===== src/rtl/kfpga_config_pkg.sv =====
// Shared types and constants for the kFPGA configuration loader.
// Optional CRC check is compiled in with KFPGA_CONFIG_CRC_EN.
package kfpga_config_pkg;

    typedef enum logic [2:0] {
        ST_IDLE  = 3'd0,
        ST_CLEAR = 3'd1,
        ST_LOAD  = 3'd2,
        ST_DONE  = 3'd3,
        ST_ERROR = 3'd4
`ifdef KFPGA_CONFIG_CRC_EN
        , ST_CHECK = 3'd5
`endif
    } state_t;

    localparam logic [15:0] CRC_POLY = 16'h1021;
    localparam logic [15:0] CRC_INIT = 16'hFFFF;

    // Number of host words needed to carry the 16-bit expected CRC.
    function automatic int crc_word_count(input int word_width);
        return (16 + word_width - 1) / word_width;
    endfunction

endpackage


===== src/rtl/kfpga_config_loader_if.sv =====
// Word-wide bitstream stream from the host bridge into the loader.
interface kfpga_config_loader_if #(
    parameter int WORD_WIDTH = 8
);
    logic [WORD_WIDTH-1:0] data;
    logic                  valid;
    logic                  ready;

    modport master (output data, output valid, input ready);
    modport slave  (input data, input valid, output ready);
endinterface


===== src/rtl/kfpga_config_crc16.sv =====
// Serial-input CRC-16-CCITT (poly 0x1021, init 0xFFFF), one bit per enabled cycle.
module kfpga_config_crc16
    import kfpga_config_pkg::*;
(
    input  logic        clock,
    input  logic        reset,
    input  logic        clear,
    input  logic        bit_valid,
    input  logic        bit_in,
    output logic [15:0] crc
);
    logic [15:0] crc_reg;
    logic        feedback;

    assign feedback = crc_reg[15] ^ bit_in;

    always_ff @(posedge clock or posedge reset) begin
        if (reset) begin
            crc_reg <= CRC_INIT;
        end else if (clear) begin
            crc_reg <= CRC_INIT;
        end else if (bit_valid) begin
            crc_reg <= {crc_reg[14:0], 1'b0} ^ (feedback ? CRC_POLY : 16'h0000);
        end
    end

    assign crc = crc_reg;
endmodule


===== src/rtl/kfpga_config_loader.sv =====
// Streams a host bitstream MSB-first into the kFPGA serial config chain and
// sequences the core reset/enable release. CRC check enabled by KFPGA_CONFIG_CRC_EN.
module kfpga_config_loader
    import kfpga_config_pkg::*;
#(
    parameter int CHAIN_LENGTH = 1024,
    parameter int WORD_WIDTH   = 8,
    parameter int CLEAR_CYCLES = 4
) (
    input  logic                              clock,
    input  logic                              reset,
    input  logic                              start,
    input  logic                              abort,
    kfpga_config_loader_if.slave              s,
    output logic                              cfg_bit,
    output logic                              cfg_enable,
    output logic                              cfg_nreset,
    output logic                              core_nreset,
    output logic                              core_enable,
    output logic                              busy,
    output logic                              done,
    output logic                              error,
    output logic [$clog2(CHAIN_LENGTH+1)-1:0] bit_count
`ifdef KFPGA_CONFIG_CRC_EN
    ,
    output logic [15:0]                       crc_value
`endif
);
    localparam int CW  = $clog2(CHAIN_LENGTH + 1);
    localparam int BW  = $clog2(WORD_WIDTH + 1);
    localparam int CLW = $clog2(CLEAR_CYCLES + 1);

    state_t                  state_reg, state_next;
    logic [CLW-1:0]          clear_cnt_reg, clear_cnt_next;
    logic [WORD_WIDTH-1:0]   shreg_reg, shreg_next;
    logic [BW-1:0]           bits_left_reg, bits_left_next;
    logic [CW-1:0]           load_left_reg, load_left_next;
    logic [CW-1:0]           bit_count_reg, bit_count_next;
    logic cfg_bit_reg, cfg_bit_next, cfg_enable_reg, cfg_enable_next;
    logic cfg_nreset_reg, cfg_nreset_next, core_nreset_reg, core_nreset_next;
    logic core_enable_reg, core_enable_next, ready_reg, ready_next;
    logic busy_reg, busy_next, done_reg, done_next, error_reg, error_next;
    logic accept, start_ok;
    int   take;

`ifdef KFPGA_CONFIG_CRC_EN
    localparam int CRC_WORDS = crc_word_count(WORD_WIDTH);
    localparam int CRC_BITS  = CRC_WORDS * WORD_WIDTH;
    localparam int CKW       = $clog2(CRC_WORDS + 1);

    logic [CKW-1:0]                 crc_left_reg, crc_left_next;
    logic [CRC_BITS-1:0]            crc_exp_reg, crc_exp_next;
    logic [CRC_BITS+WORD_WIDTH-1:0] crc_cat;
    logic [15:0]                    crc_run;

    kfpga_config_crc16 u_crc (
        .clock     (clock),
        .reset     (reset),
        .clear     (start_ok),
        .bit_valid ((state_reg == ST_LOAD) && (bits_left_reg != '0)),
        .bit_in    (shreg_reg[WORD_WIDTH-1]),
        .crc       (crc_run)
    );
    assign crc_value = crc_run;
`endif

    assign accept   = s.valid && ready_reg;
    assign start_ok = start && ((state_reg == ST_IDLE) || (state_reg == ST_DONE) ||
                                (state_reg == ST_ERROR));

    always_comb begin
        state_next       = state_reg;
        clear_cnt_next   = clear_cnt_reg;
        shreg_next       = shreg_reg;
        bits_left_next   = bits_left_reg;
        load_left_next   = load_left_reg;
        bit_count_next   = bit_count_reg;
        cfg_bit_next     = cfg_bit_reg;
        cfg_enable_next  = 1'b0;
        cfg_nreset_next  = 1'b1;
        core_nreset_next = 1'b0;
        core_enable_next = 1'b0;
        take             = 0;
`ifdef KFPGA_CONFIG_CRC_EN
        crc_left_next    = crc_left_reg;
        crc_exp_next     = crc_exp_reg;
        crc_cat          = {crc_exp_reg, s.data};
`endif
        case (state_reg)
            ST_CLEAR: begin
                cfg_nreset_next = 1'b0;
                if (clear_cnt_reg == '0) begin
                    state_next      = ST_LOAD;
                    cfg_nreset_next = 1'b1;
                end else begin
                    clear_cnt_next = clear_cnt_reg - 1'b1;
                end
            end
            ST_LOAD: begin
                if (bits_left_reg != '0) begin
                    cfg_bit_next    = shreg_reg[WORD_WIDTH-1];
                    cfg_enable_next = 1'b1;
                    shreg_next      = shreg_reg << 1;
                    bits_left_next  = bits_left_reg - 1'b1;
                    bit_count_next  = bit_count_reg + 1'b1;
                    if ((bits_left_reg == 1) && (load_left_reg == '0)) begin
`ifdef KFPGA_CONFIG_CRC_EN
                        state_next    = ST_CHECK;
                        crc_left_next = CKW'(CRC_WORDS);
`else
                        state_next       = ST_DONE;
                        core_nreset_next = 1'b1;
`endif
                    end
                end
                // Final word is capped to the bits still owed; its spare LSBs never shift.
                if (accept) begin
                    take           = (int'(load_left_reg) > WORD_WIDTH) ? WORD_WIDTH
                                                                        : int'(load_left_reg);
                    shreg_next     = s.data;
                    bits_left_next = BW'(take);
                    load_left_next = load_left_reg - CW'(take);
                end
            end
`ifdef KFPGA_CONFIG_CRC_EN
            ST_CHECK: begin
                if (accept) begin
                    crc_exp_next  = crc_cat[CRC_BITS-1:0];
                    crc_left_next = crc_left_reg - 1'b1;
                    // Expected CRC is the first 16 bits received, MSB-first.
                    if (crc_left_reg == 1) begin
                        if (crc_cat[CRC_BITS-1 -: 16] == crc_run) begin
                            state_next       = ST_DONE;
                            core_nreset_next = 1'b1;
                        end else begin
                            state_next = ST_ERROR;
                        end
                    end
                end
            end
`endif
            ST_DONE: begin
                core_nreset_next = 1'b1;
                core_enable_next = core_nreset_reg;
            end
            default: ;
        endcase

        if (start_ok) begin
            state_next       = ST_CLEAR;
            clear_cnt_next   = CLW'(CLEAR_CYCLES - 1);
            bit_count_next   = '0;
            bits_left_next   = '0;
            load_left_next   = CW'(CHAIN_LENGTH);
            cfg_nreset_next  = 1'b0;
            core_nreset_next = 1'b0;
            core_enable_next = 1'b0;
        end
        if (abort) begin
            state_next       = ST_IDLE;
            bits_left_next   = '0;
            load_left_next   = '0;
            cfg_enable_next  = 1'b0;
            cfg_nreset_next  = 1'b1;
            core_nreset_next = 1'b0;
            core_enable_next = 1'b0;
        end

        ready_next = (state_next == ST_LOAD) && (bits_left_next <= 1) && (load_left_next != '0);
        busy_next  = (state_next == ST_CLEAR) || (state_next == ST_LOAD);
`ifdef KFPGA_CONFIG_CRC_EN
        ready_next = ready_next || ((state_next == ST_CHECK) && (crc_left_next != '0));
        busy_next  = busy_next || (state_next == ST_CHECK);
`endif
        done_next  = (state_next == ST_DONE);
        error_next = (state_next == ST_ERROR);
    end

    always_ff @(posedge clock or posedge reset) begin
        if (reset) begin
            state_reg       <= ST_IDLE;
            clear_cnt_reg   <= '0;
            shreg_reg       <= '0;
            bits_left_reg   <= '0;
            load_left_reg   <= '0;
            bit_count_reg   <= '0;
            cfg_bit_reg     <= 1'b0;
            cfg_enable_reg  <= 1'b0;
            cfg_nreset_reg  <= 1'b1;
            core_nreset_reg <= 1'b0;
            core_enable_reg <= 1'b0;
            ready_reg       <= 1'b0;
            busy_reg        <= 1'b0;
            done_reg        <= 1'b0;
            error_reg       <= 1'b0;
`ifdef KFPGA_CONFIG_CRC_EN
            crc_left_reg    <= '0;
            crc_exp_reg     <= '0;
`endif
        end else begin
            state_reg       <= state_next;
            clear_cnt_reg   <= clear_cnt_next;
            shreg_reg       <= shreg_next;
            bits_left_reg   <= bits_left_next;
            load_left_reg   <= load_left_next;
            bit_count_reg   <= bit_count_next;
            cfg_bit_reg     <= cfg_bit_next;
            cfg_enable_reg  <= cfg_enable_next;
            cfg_nreset_reg  <= cfg_nreset_next;
            core_nreset_reg <= core_nreset_next;
            core_enable_reg <= core_enable_next;
            ready_reg       <= ready_next;
            busy_reg        <= busy_next;
            done_reg        <= done_next;
            error_reg       <= error_next;
`ifdef KFPGA_CONFIG_CRC_EN
            crc_left_reg    <= crc_left_next;
            crc_exp_reg     <= crc_exp_next;
`endif
        end
    end

    assign s.ready     = ready_reg;
    assign cfg_bit     = cfg_bit_reg;
    assign cfg_enable  = cfg_enable_reg;
    assign cfg_nreset  = cfg_nreset_reg;
    assign core_nreset = core_nreset_reg;
    assign core_enable = core_enable_reg;
    assign busy        = busy_reg;
    assign done        = done_reg;
    assign error       = error_reg;
    assign bit_count   = bit_count_reg;
endmodule

===== src/flat_wrapper.sv =====
// flat-port wrapper written by rule: the top's interface ports become plain ports
module kfpga_config_loader_flat import kfpga_config_pkg::*;
#(
    parameter int CHAIN_LENGTH = 1024,
    parameter int WORD_WIDTH   = 8,
    parameter int CLEAR_CYCLES = 4
)
  (clock, reset, start, abort, cfg_bit, cfg_enable, cfg_nreset, core_nreset, core_enable, busy, done, error, bit_count, s_data, s_valid, s_ready);
  kfpga_config_loader_if #(.WORD_WIDTH(WORD_WIDTH)) s_i ();
  input  logic clock;
  input  logic reset;
  input  logic start;
  input  logic abort;
  output logic cfg_bit;
  output logic cfg_enable;
  output logic cfg_nreset;
  output logic core_nreset;
  output logic core_enable;
  output logic busy;
  output logic done;
  output logic error;
  output logic [$clog2(CHAIN_LENGTH+1)-1:0] bit_count;
  input wire logic [$bits(s_i.data)-1:0] s_data;
  input wire logic [$bits(s_i.valid)-1:0] s_valid;
  output wire logic [$bits(s_i.ready)-1:0] s_ready;
  assign s_i.data = s_data;
  assign s_i.valid = s_valid;
  assign s_ready = s_i.ready;
  kfpga_config_loader #(.CHAIN_LENGTH(CHAIN_LENGTH), .WORD_WIDTH(WORD_WIDTH), .CLEAR_CYCLES(CLEAR_CYCLES)) u_core (.clock(clock), .reset(reset), .start(start), .abort(abort), .s(s_i), .cfg_bit(cfg_bit), .cfg_enable(cfg_enable), .cfg_nreset(cfg_nreset), .core_nreset(core_nreset), .core_enable(core_enable), .busy(busy), .done(done), .error(error), .bit_count(bit_count));
endmodule

===== config.mk =====
export PLATFORM = sky130hd
export DESIGN_NAME = kfpga_config_loader_flat
export DESIGN_NICKNAME = d
export VERILOG_FILES = /design/src/rtl/kfpga_config_pkg.sv /design/src/rtl/kfpga_config_loader_if.sv /design/src/rtl/kfpga_config_crc16.sv /design/src/rtl/kfpga_config_loader.sv /design/src/flat_wrapper.sv
export SDC_FILE = /design/constraint.sdc
export NUM_CORES = 1
export LEC_CHECK = 0
export CORE_AREA = 3 3 80 82
export DETAILED_ROUTE_END_ITERATION = 12
export DIE_AREA = 0 0 83 85
export MAX_ROUTING_LAYER = met4
export PLACE_DENSITY = 0.8
export SYNTH_ARGS = -nofsm -noshare
export SYNTH_HDL_FRONTEND = slang
export SYNTH_SLANG_ARGS = --single-unit
export TNS_END_PERCENT = 10

===== constraint.sdc =====
create_clock -name clock -period 2 [get_ports clock]
set_input_delay 0.3 -clock clock [delete_from_list [all_inputs] [get_ports clock]]
set_output_delay 0.3 -clock clock [all_outputs]
set_load 0.01 [all_outputs]

### Word-level counts from Yosys, hierarchy flattened

Index checks and enable logic that the tools add are counted.

* flip-flop bits (word level): 49
* latch bits: 0
* bits in writable memories: 0
* ROM bits: 0
* input bits: 13
* logic and storage cells: 91
* memories: 0

* $add $sub $neg: 4
* multipliers: 0
* div/mod/pow operators: 0
* order comparisons: 2
* equal/unequal tests: 10
* shifts and indexed selects: 0
* multiplexer cells: 39
* bitwise operators: 0
* reduce and logical (&&, ||, !) cells: 21

Operators with widths (number)
* 11-bit two-way mux: 8
* 3-bit two-way mux: 8
* 4-bit two-way mux: 5
* 8-bit two-way mux: 2
* 1-bit two-way mux: 14
* 3-bit by 2-bit == test with 1-bit output, second input constant: 4
* 11-bit by 1-bit adder with 11-bit output, second input constant: 1
* 11-bit by 4-bit greater-than comparator with 1-bit output, second input constant: 1
* 11-bit logical NOT: 1
* 11-bit nonzero test: 1
* 11-bit subtractor: 1
* 2-bit AND reduction: 4
* 2-bit nonzero test: 4
* 3-bit by 1-bit == test with 1-bit output, second input constant: 2
* 3-bit == test, second input constant: 2
* 3-bit logical NOT: 2
* 3-bit case mux with 2 select lines: 1
* 1-bit logical AND: 5
* 4-bit by 1-bit == test with 1-bit output, second input constant: 1
* 4-bit by 1-bit less-or-equal comparator with 1-bit output, second input constant: 1
* 4-bit nonzero test: 1
* 4-bit by 1-bit subtractor with 4-bit output, second input constant: 1
* 1-bit logical OR: 3
* 3-bit by 1-bit subtractor with 3-bit output, second input constant: 1
* 2 further kinds: 2

### Logic depth before layout (Yosys ltp)

Gate-level depths: netlist of the first run.

* depth after elaboration: 10
* mapped depth: 11

### Worst setup path before layout of the first run

OpenSTA, ideal clock, no wires.

* path kind: register -> register
* start point: register u_core.load_left_reg[7]
* end point: register u_core.ready_reg (netlist: u_core.s.ready)
* library setup time: 0.136 ns
* arrival: 2.037 ns
* required time: 1.864 ns
* slack: -0.173 ns
* cell stages (with the launch flop): 8
* period minus slack after synthesis: 2.173 ns
* path through: dfrtp_1 > or4_1 > clkbuf_1 > o21ai_1 > nor3_1 > xor2_1 > a2111oi_0 > a31oi_1

* longest elaborated chain between the ends: 10

RTL lines
* from (decl): line kfpga_config_loader.sv:37 `logic [CW-1:0] load_left_reg, load_left_next;`
* from (signal assigned): line kfpga_config_loader.sv:205 `load_left_reg <= load_left_next;`
* branches (longest 9 deep; another with 11-bit by 4-bit greater-than comparator with 1-bit output)
* 1-bit logical AND *: line kfpga_config_loader.sv:169 `ready_next = (state_next == ST_LOAD) && (bits_left_next <= 1) && (load_left_next != '0);`
* net u_core.ready_next: line kfpga_config_loader.sv:41 `logic core_enable_reg, core_enable_next, ready_reg, ready_next;`
* to (signal assigned): line kfpga_config_loader.sv:212 `ready_reg <= ready_next;`
* to (decl): line kfpga_config_loader.sv:41

Mark *: on every way through the listed nets, which the timed path passes.
A chain may end at the register's enable or synchronous reset.

### Worst setup path in the final report of the first run

* start point: register u_core.load_left_reg[4]
* end point: register u_core.ready_reg (netlist: u_core.s.ready)

RTL lines
* 11-bit by 4-bit greater-than comparator with 1-bit output: line kfpga_config_loader.sv:118 `take = (int'(load_left_reg) > WORD_WIDTH) ? WORD_WIDTH`
* 11-bit two-way mux: line kfpga_config_loader.sv:118
* 4-bit two-way mux: line kfpga_config_loader.sv:117 `if (accept) begin`
* 4-bit two-way mux: line kfpga_config_loader.sv:89 `case (state_reg)`
* 4-bit two-way mux: line kfpga_config_loader.sv:149 `if (start_ok) begin`
* 4-bit two-way mux: line kfpga_config_loader.sv:159 `if (abort) begin`
* net u_core.bits_left_next[3]: line kfpga_config_loader.sv:36 `logic [BW-1:0] bits_left_reg, bits_left_next;`
* 4-bit by 1-bit less-or-equal comparator with 1-bit output: line kfpga_config_loader.sv:169
* 1-bit logical AND (2 in series): line kfpga_config_loader.sv:169
* net u_core.ready_next: line kfpga_config_loader.sv:41

The timed path passes the listed nets, and every way through them passes these cells.

==> results of run 1 <==
[worst reg2reg max path, delay by kind of cell, from the launching register on]
kind             cells  cell delay, ns
AO/OA/AOI/OAI        3            0.40
AND/OR/NAND/NOR      3            1.42
flip-flops           1            0.38
[cells in the final DEF (no fill, tap or decap), types with 3 or more instances in the layout]
cell type        netlist  routed
and3_1                 5       5
nand4_1                3       3
nor4_1                 8       6
ha_1                   6       6
a21oi_1               10       9
clkdlybuf4s50_1        0      32
nand2_1               34      34
clkbuf_8               0       5
xor2_1                10      10
and2_1                 4       3
dfrtp_1               48      48
xnor2_1                4       4
nand3_1                9       9
inv_1                 11      10
nor3_1                12      10
buf_4                  1      65
nor2_1                34      32
a31oi_1               14      12
nand2b_1               5       5
o21ai_0                7       7
[per-stage QoR]
| step | util | setup slack [ns] | cell area, um2 |
|---|---|---|---|
| after global placement | 0.602 | -0.287 | 3500 |
| after global routing | 0.641 | -0.339 | 3730 |
| after CTS | 0.626 | -0.201 | 3640 |
| after detailed placement | 0.602 | -0.417 | 3500 |
| after floorplan | - | -0.0839 | 2650 |
| final | 0.641 | -0.274 | 3730 |
[per-layer routing]
metal | global-route usage | vias up | part of all wire
li1 | - | 1182 | -
met1 | 0.221 | 1204 | 0.40
met2 | 0.363 | 56 | 0.54
met3 | 0.0388 | 11 | 0.038
met4 | 0.0728 | 0 | 0.021
met5 | - | - | 0
[worst max-delay path by stage]
stage                                        from  cells past startpoint             end  slack, ns
after floorplan           u_core.load_left_reg[6]                      7  u_core.s.ready      -0.08
after global placement                      start                      7  u_core.s.ready      -0.29
after detailed placement                    start                      8  u_core.s.ready      -0.42
after CTS                 u_core.load_left_reg[6]                      7  u_core.s.ready      -0.20
after global routing      u_core.load_left_reg[7]                      7  u_core.s.ready      -0.34
final                     u_core.load_left_reg[4]                      6  u_core.s.ready      -0.27
[layout make-up]
cell class	instances	share of cell area
Sequential cell	49	0.329
Multi-Input combinational cell	209	0.378
Clock buffer	6	0.0195
Timing Repair Buffer	100	0.228
Clock inverter	2	0.00939
Inverter	11	0.0111
Tap cell	75	0.0252
[timing repair]
item                       in CTS  in global routing
gates resized for setup         7                 18
buffers inserted                0                  1
setup endpoints to repair       8                 15
pin swaps                       1                  6
[kinds of logic (layout without fill, tap and decap cells)]
family | after synthesis | count (layout)
AO/OA/AOI/OAI | 51 | 51
XOR/XNOR | 14 | 14
flip-flops | 49 | 49
multiplexers | 1 | 1
buffers and inverters | 26 | 119
AND/OR/NAND/NOR | 136 | 136
other | 1 | 1
adder cells (fa/ha/maj) | 6 | 6
[power by group]
group          switching (mW)  total, mW  internal, mW
Sequential             0.0126       1.03          1.01
Combinational           0.132      0.266         0.134
Clock                   0.328      0.699         0.371
==> flow_summary.ini, run 1 <==
[run_status]
run_status = complete, but fails checks
violations = negative setup slack

[worst_setup_path]
path_class = reg -> reg
r2r_cells = 6
r2r_slack_ns = -0.27
cp_slowest_stage_delay_ns = 0.61
timing.rr.start = u_core.load_left_reg[4]
cp.required_ns = 2.22
crit_fanout = 6
slowest_stage = or4_4
r2r-end = u_core.s.ready
cp-start-kind = flip-flop
cp-end-kind = flip-flop
path_cells = or4_4, nor3_4, a211o_1, a21oi_2, or4_4, a31oi_4
critical-path-top-delay-family = simple AND/OR/NAND/NOR gates
timing.critical_path.buf_inv = 0
cp_data_arrival_time_ns = 2.50
cpMostUsedCell = or4_4

[cts]
clk_path_buf_depth = 2
clk_pin_slew_ns = 0.08
ctsHoldBuffers = 0
cts_root_buffer = clkbuf_8
cts-buffers-inserted = 5
htree_levels = 2
tritoncts = built
clock-sinks = 49
insertion_delay_ns = 0.31

[sta]
hold_viol = 0
fin_setup_tns_ns = -0.789
worstMarginPinSlew_ns = 0.638
slew_violations = 0
period_minus_slack_ns = 2.27
setup_viol = 9
holdWs_ns = 0.346
fin_crit_sh = 1.14
slew_headroom = 0.571
skew_ns = 0.00831
clock.fmax_mhz = 440
setup_ws_ns = -0.274
rsz0062_at_grt = yes

[synthesis]
synth-edff-count = 0
yosysUniqueCellTypes = 54
synth_common_cells = dfrtp_1, nand2_1, nor2_1
synth-compound-area-share = 0.135
synth-xor-area-share = 0.0472
yosysTopAreaCell = dfrtp_1
yosys-top-cells-area = dfrtp_1, nand2_1, nor2_1, a31oi_1, xor2_1
synth_top_area_frac = 0.462
ys_async_sr_fraction = 1.00
ys.flop_type = dfrtp_1
synth_nets = 303
synthCells = 284
yosysSeqAreaShare = 0.472
synth.most_common_cell = dfrtp_1
synthMuxAreaShare = 0.00385
synth-simple-area-share = 0.265
synthAdderAreaFrac = 0.0289
ys_ff_latch = 49
synth_top_family_by_area = simple AND/OR/NAND/NOR gates
syn-cell-area_mm2 = 0.00260
avgSynthCellArea_um2 = 9.15
yosysWarnings = 0

[floorplan]
num_rows = 28
die_w_um = 83
pin_count = 33
start_util = 0.447
dieArea_mm2 = 0.00706
die_h_um = 85
core_mm2 = 0.00582

[final_layout]
drive_gt1_frac = 0.284
finalNetCount = 395
multi_input_area_mm2 = 0.00141
area_growth_pct = 43.5
nFillCells = 458
finalNonFillerCells = 452
antenna_cells = 0
regArea_mm2 = 0.00123

[grt]
grt_pass1_vias = 2457
overflow = 0
grt.total_usage = 0.201
antenna_found_initial = 0
grt_max_degree = 50
grt_pass1_wl_mm = 11.2

[routing]
ant_nets = 0
drc = 0
first_iter_violations = 153
vias = 2453
routed_wl_mm = 6.73
viasPerCell = 5.43
dr.pass1.iters = 4
avgRoutedWirePerCell_um = 14.9

[power_and_ir_drop]
power_mw = 1.99
power_density_mw_per_mm2 = 534
vdd_drop_max_uv = 328
p_leak_nw = 1.67

[placed_design]
gp_congestion = 0.867
dpl.cell_count = 444
place_hpwl_mm = 4.88
io_buffer_count = 32

[min_path]
worstHoldPathType = in -> async

[flow_run]
cap_violations = 0
(Power assumes the default switching activity.)
==> run 2, diff against run 1 <==
CORE_AREA = 3 3 77 79   (was 3 3 80 82)
DIE_AREA = 0 0 80 82   (was 0 0 83 85)
PLACE_DENSITY = 0.85   (was 0.8)
==> run 2 against run 1 <==
  * The flow still finishes with violations (negative setup slack)
  * Critical endpoint unchanged
  * Worst setup slack improved by 0.062 ns
  * Sequential share of layout area is 0.34 points lower
  * Highest routed layer unchanged
  * Critical path type unchanged
  * Design area is 1.1% higher
  * Register-to-register slack improved by 0.06 ns
==> flow_summary.ini, run 2 (same netlist as run 1, synthesis figures left out) <==
[grt]
grt_use_met3 = 0.0340
grt.total_usage = 0.229
grt_pass1_wl_mm = 11.4
use_met2 = 0.429
overflow = 0
grt_max_degree = 50
grt-busiest-layer = met2
antenna_found_initial = 0
gr-usage-met1 = 0.247
grt_pass1_vias = 2503

[floorplan]
die_w_um = 80
core_mm2 = 0.00541
start_util = 0.481
die_h_um = 82
num_rows = 27
pin_count = 33
dieArea_mm2 = 0.00656

[worst_setup_path]
cp-start-kind = flip-flop
r2r_cells = 7
cp-end-kind = flip-flop
cp_data_arrival_time_ns = 2.45
path_class = reg -> reg
crit_fanout = 4
cp.required_ns = 2.23

[final_layout]
postLayoutCellArea_mm2 = 0.00377
multi_input_area_mm2 = 0.00144
layout_common_cells = buf_4, dfrtp_1, nor2_1, nand2_1, clkdlybuf4s50_1
nFillCells = 376
area_growth_pct = 45.2
finalNetCount = 397
regArea_mm2 = 0.00123
antenna_cells = 0
finalNonFillerCells = 451
final_common_cell = buf_4
drive_gt1_frac = 0.301

[sta]
holdWs_ns = 0.336
setup_viol = 7
skew_ns = 0.00801
hold_viol = 0
slew_violations = 0
clock.fmax_mhz = 452
worstMarginPinSlew_ns = 0.754
slew_headroom = 0.492
period_minus_slack_ns = 2.21
fin_crit_sh = 1.11
rsz0062_at_grt = yes
setup_ws_ns = -0.212
fin_setup_tns_ns = -0.401

[cts]
insertion_delay_ns = 0.31
cts-buffers-inserted = 5
clk_pin_slew_ns = 0.10
htree_levels = 2
tritoncts = built
clk_path_buf_depth = 2
cts_root_buffer = clkbuf_8
clock-sinks = 49

[power_and_ir_drop]
p_leak_nw = 1.69
power_mw = 1.91
vdd_drop_max_uv = 315
power_density_mw_per_mm2 = 506

[min_path]
worstHoldPathType = in -> async

[routing]
vias = 2570
dr.pass1.iters = 4
avgRoutedWirePerCell_um = 16.1
first_iter_violations = 129
drc = 0
viasPerCell = 5.70
ant_nets = 0
routed_wl_mm = 7.25

[placed_design]
io_buffer_count = 32
place_hpwl_mm = 5.24
gp_congestion = 0.906
dpl.cell_count = 441
dpl-instance-area_mm2 = 0.00351

[run_status]
violations = negative setup slack
run_status = complete, but fails checks

[flow_run]
cap_violations = 0
==> run 2: cell type report <==
class,count,area share
sequential,49,0.326
multi-input combinational,209,0.381
tap,72,0.0239
clock buffer,5,0.0182
clock inverter,3,0.00564
timing repair buffer,102,0.235
inverter,11,0.0109
==> run 2: layer usage <==
metal  part of all wire  up-vias  wire (um)
met5                  0        -          0
met4              0.020        0        143
met3              0.048       22        349
met2               0.55      102       3960
met1               0.39     1256       2800
li1                   -     1190          -
==> run 2: worst paths after layout <==
path | start | slack [ns] | endpoint
setup / recovery | u_core.load_left_reg[6] | -0.21 | u_core.s.ready
min in group clock | u_core.shreg_reg[7] | 0.49 | u_core.cfg_bit
setup reg to reg | u_core.load_left_reg[6] | -0.21 | u_core.s.ready
hold / removal | reset | 0.34 | u_core.error
hold reg to reg | u_core.shreg_reg[7] | 0.49 | u_core.cfg_bit
max in group asynchronous | reset | 1.40 | u_core.cfg_nreset
==> run 2: where the power goes <==
group	internal [mW]	total [mW]	switching (mW)	leakage, nW
sequential	1.01	1.03	0.0130	0.666
combinational	0.133	0.274	0.141	0.980
clock	0.249	0.607	0.358	0.0445
total	1.40	1.91	0.512	1.69
==> run 2: stage by stage <==
step	util	worst slack [ns]
4_1_cts	0.682	-0.150
6_report	0.698	-0.212
3_3_place_gp	0.649	-0.289
3_5_place_dp	0.649	-0.364
5_1_grt	0.698	-0.310
2_1_floorplan	-	-0.0839
==> run 2: worst max-delay path, cell delays in order (launching register included) <==
cell and delay (ns):
dfrtp_1 0.38, or4_1 0.53, buf_6 0.16, nor3_4 0.14
a211o_1 0.18, a21oi_2 0.07, or4_4 0.54, a31oi_4 0.15
==> run 2: timing repair <==
item                       CTS  global route
gates resized for setup     15            15
pin swaps                    3             2
buffers inserted             2             0
hold buffers                 0             0
setup endpoints to repair   12            22
==> run 3, diff against run 2 <==
TNS_END_PERCENT = 100   (was 10)
==> run 3 against run 2 <==
  * The run still ends with negative setup slack left
  * Critical path type unchanged
  * Via count rose by 6.1%
  * Worst hold slack improved by 0.011 ns
  * Register-to-register slack got worse by 0.05 ns
==> flow_summary.ini, run 3 (same netlist as run 1, synthesis figures left out) <==
[run_status]
run_status = complete, but fails checks
violations = negative setup slack

[placed_design]
dpl.cell_count = 441
io_buffer_count = 32
gp_congestion = 0.906
place_hpwl_mm = 5.24

[final_layout]
area_growth_pct = 51.8
finalNonFillerCells = 455
final_common_cell = buf_4
layout_common_cells = buf_4, dfrtp_1, nor2_1, nand2_1, clkdlybuf4s50_1
drive_gt1_frac = 0.360
antenna_cells = 0
finalNetCount = 401

[cts]
insertion_delay_ns = 0.31
tritoncts = built
cts-buffers-inserted = 5
clock-sinks = 49
htree_levels = 2
cts_root_buffer = clkbuf_8
clk_pin_slew_ns = 0.10
clk_path_buf_depth = 2
ctsHoldBuffers = 0

[grt]
grt_pass1_vias = 2532
grt.total_usage = 0.233
antenna_found_initial = 0
grt_pass1_wl_mm = 11.5
overflow = 0
grt_max_degree = 50

[routing]
routed_wl_mm = 8.45
ant_nets = 0
routed.top_layer = met4
viasPerCell = 6.00
dr_wl_met2_mm = 4.45
wl_met3_um = 536
vias = 2728
wl_met1_mm = 3.14
avgRoutedWirePerCell_um = 18.6
first_iter_violations = 215
drc = 0
dr.pass1.iters = 5

[sta]
skew_ns = 0.0134
setup_ws_ns = -0.264
hold_viol = 0
worstMarginPinSlew_ns = 0.678
clock.fmax_mhz = 442
slew_headroom = 0.544
rsz0062_at_grt = yes
slew_violations = 0
fin_crit_sh = 1.13
setup_viol = 9
holdWs_ns = 0.347
period_minus_slack_ns = 2.26

[floorplan]
die_h_um = 82
start_util = 0.481
num_rows = 27
pin_count = 33
die_w_um = 80
core_mm2 = 0.00541
dieArea_mm2 = 0.00656

[min_path]
worstHoldPathType = in -> async

[power_and_ir_drop]
p_leak_nw = 1.73
power_density_mw_per_mm2 = 495
vdd_drop_max_uv = 316

[worst_setup_path]
timing.critical_path.buf_inv = 0
path_class = reg -> reg
cp-start-kind = flip-flop
critical-path-top-delay-family = simple AND/OR/NAND/NOR gates
crit_fanout = 4
cp.required_ns = 2.23
cp_data_arrival_time_ns = 2.49
timing.rr.start = u_core.state_reg[0]
path_cells = or3b_4, and2_0, a31oi_1, nand3_1, or4_4, a31oi_4
cp-end-kind = flip-flop
startpoint = u_core.state_reg[0]
slowest_stage = or4_4
cp_slowest_stage_delay_ns = 0.57

[flow_run]
cap_violations = 0
## run 3: cell count changes in the layout (fill, tap and decap cells not counted), moves of 2 or more
cell | before | now
or4_4 | 1 | 3
nor4_1 | 6 | 4
nand3_1 | 9 | 4
nand3_2 | 0 | 5
buf_6 | 4 | 7
or4_1 | 3 | 1
## run 3: cell type report
type,count,area [um2]
fill,328,1460
multi-input combinational,209,1560
clock buffer,5,68.8
sequential,49,1230
tap,72,90.1
inverter,11,41.3
timing repair buffer,106,935
clock inverter,3,21.3
## run 3: worst paths after layout
| check | to | slack, ns | cells after the start |
|---|---|---|---|
| setup / recovery | u_core.s.ready | -0.26 | 6 |
| hold / removal | u_core.state_reg[0] | 0.35 | 3 |
| setup reg to reg | u_core.s.ready | -0.26 | 6 |
| hold reg to reg | u_core.cfg_bit | 0.49 | 2 |
| max in group asynchronous | u_core.cfg_nreset | 1.39 | 3 |
| min in group clock | u_core.cfg_bit | 0.49 | 2 |
## run 3: layer usage
layer | vias to the layer above | track usage
li1 | 1200 | -
met1 | 1326 | 0.243
met2 | 160 | 0.438
met3 | 42 | 0.0384
met4 | 0 | 0.0878
met5 | - | -
## run 3: stage by stage
step            util  area, um2  setup TNS [ns]  power (mW)  setup WS [ns]
6_report       0.730       3950          -0.937        1.95         -0.264
5_1_grt        0.730       3950           -1.62        2.01         -0.281
4_1_cts        0.687       3710          -0.273        1.90         -0.148
3_5_place_dp   0.649       3510           -1.54        1.29         -0.364
3_3_place_gp   0.649       3510          -0.969        1.28         -0.289
2_1_floorplan      -       2650         -0.0839        1.16        -0.0839
## run 3: where the power goes
part | internal, mW | total, mW | switching (mW)
logic | 0.150 | 0.310 | 0.161
clock network | 0.249 | 0.614 | 0.365
registers | 1.01 | 1.03 | 0.0135
## run 3: repair_timing
| action | in CTS | in global routing |
|---|---|---|
| setup buffers | 3 | 6 |
| setup endpoints to repair | 12 | 23 |
| pin swaps | 3 | 12 |
| resized for setup | 19 | 42 |
## run 3: worst register-to-register path: cells and delay by family, from the launching register on
| family | cells | cell delay (ns) |
|---|---|---|
| compound gates | 2 | 0.38 |
| flops | 1 | 0.45 |
| simple gates | 4 | 1.35 |
==> variant (settings of run 1) <==
Take the reset off `shreg_reg` and load it in a clocked block of its own.
--- a/src/rtl/kfpga_config_loader.sv
+++ b/src/rtl/kfpga_config_loader.sv
@@ -180,7 +180,6 @@
         if (reset) begin
             state_reg       <= ST_IDLE;
             clear_cnt_reg   <= '0;
-            shreg_reg       <= '0;
             bits_left_reg   <= '0;
             load_left_reg   <= '0;
             bit_count_reg   <= '0;
@@ -200,7 +199,6 @@
         end else begin
             state_reg       <= state_next;
             clear_cnt_reg   <= clear_cnt_next;
-            shreg_reg       <= shreg_next;
             bits_left_reg   <= bits_left_next;
             load_left_reg   <= load_left_next;
             bit_count_reg   <= bit_count_next;
@@ -220,6 +218,10 @@
         end
     end
 
+    always_ff @(posedge clock) begin
+        shreg_reg <= shreg_next;
+    end
+
     assign s.ready     = ready_reg;
     assign cfg_bit     = cfg_bit_reg;
     assign cfg_enable  = cfg_enable_reg;
Function: no difference found for any inputs over 10 cycles, from zero or initial values and one cycle with reset high; that may be too few to reach the edited logic, so the function may still have changed.
==> variant against run 1 <==
Total power is 6.8% lower. Synthesized area down 2.5%. Setup slack lost 0.14 ns. Critical path depth unchanged. Sequential cell count unchanged. Global-route usage is 0.62 points lower. Routed wire length is 4.6% lower. The flow still finishes with violations (negative setup slack). Clock power decreased by 18%. Cell area shrank 1.5%. Via count shrank 5.4%. Largest cell class unchanged.
==> variant: results (changes against run 1) <==
Status: finished with violations
Failing checks: negative setup slack
Total power: 0.00186 W (-6.8%)
Met1 Track Usage GR: 0.247 (+0.0262)
Sw power: 0.000451 W (-4.5%)
CP max FO: 5 (-1)
Diodes inserted: 0 (unchanged)
Setup ws final: -0.416 ns (-0.143 ns)
Mean Syn Cell Area: 9.67 um^2 (+5.7%)
Input/output buffers: 32 (unchanged)
Largest net degree at the start of global routing: 42 (-16%)
Compound-cell area share of the yosys netlist: 0.113 (-0.0222)
RD Place Congestion: 0.928 (+7.0%)
Seq pwr share: 0.559 (+0.044)
Mapped Nets: 281 (-7.3%)
M3 GR Usage: 0.0398 (+0.000971)
Final setup viols: 6 (-3)
Final WL: 6430 um (-4.6%)
Multiplexer area fraction after synthesis: 0.0119 (+0.00800)
Main synth FF type: dfrtp_1
First-pass GRT wire length: 10,800 um (-3.1%)
Tot GR Track Use: 0.195 (-0.00619)
Metal2 WL: 3180 um (-13%)
Placed wire-length estimate: 4720 um (-3.4%)
Top Metal Used: met4
Netlist cell types: 54 (unchanged)
Metal3 WL: 255 um (-1.5%)
Post-placement cell area: 3490 um^2 (-0.29%)
Vias in the first global route: 2,356 (-4.1%)
Layout Nets: 391 (-1.0%)
Xor-xnor portion of the synthesized cell area: 0.0519 (+0.00467)
DR vias: 2,320 (-5.4%)
CP Data Arrival Time: 2.61 ns (+0.11 ns)
Clock Power: 0.000571 W (-18%)
Post-DR vias/cell: 5.18 (-4.6%)
Synth cell count leaders: nand2_1 (42), dfrtp_1 (40), nor2_1 (26), a21oi_1 (12), inv_1 (12)
Grt met2 use: 0.308 (-0.0554)
Seq/Total Area, Yosys: 0.500 (+0.0279)
Largest cells by area after synthesis: dfrtp_1 (40%), edfxtp_1 (9.5%), nand2_1 (6.2%)
DP Worst Slack: -0.439 ns (-0.0216 ns)
DRC violation total after the first TritonRoute iteration: 109 (-29%)
Wl on met1: 2880 um (+7.2%)
Placed Cells: 437 (-1.6%)
Final TNS setup: -0.829 ns (-0.0399 ns)
Worst slew margin: 0.648 (+0.0777)
EDFF count, synth: 8 (+8)
Ratio of cells with drive above 1 in the final layout: 0.298 (+0.0138)
Pleak: 1.69 nW (+0.67%)
Post-synthesis adder-cell area fraction: 0.0296 (+0.000742)
Clock skew: 0.00931 ns (+0.00100 ns)
Max IR drop VDD: 0.298 mV (-9.0%)
Async S/R FF share, synth: 0.837 (-0.163)
Slowest cell delay on critical path: 0.57 ns (-0.04 ns)
## variant: what timing repair did
action / in CTS / in global routing
buffers inserted: 3 / 0
resized for setup: 7 / 13
setup endpoints to repair: 7 / 17
pin swaps: 3 / 2
cloned: 0 / 0
## variant: area by class of cell
| cell class | instances | area [um^2] |
|---|---|---|
| clock buffers | 7 | 76.3 |
| clock inverters | 1 | 7.51 |
| fillers | 511 | 2140 |
| inverters | 12 | 45.0 |
| multi-input cells | 194 | 1270 |
| flip-flops and latches | 49 | 1270 |
| well taps | 75 | 93.8 |
| repair buffers | 110 | 913 |
## variant: path summary, 6_finish.rpt
path,startpoint,to,slack [ns],cells past startpoint
max in group asynchronous,reset,u_core.cfg_nreset,1.20,3
min,reset,u_core.bit_count[6],0.40,3
max reg2reg,u_core.load_left_reg[5],u_core.s.ready,-0.42,6
min reg2reg,u_core.shreg_reg[7],u_core.cfg_bit,0.46,2
min in group clock,u_core.shreg_reg[7],u_core.cfg_bit,0.46,2
max,u_core.load_left_reg[5],u_core.s.ready,-0.42,6
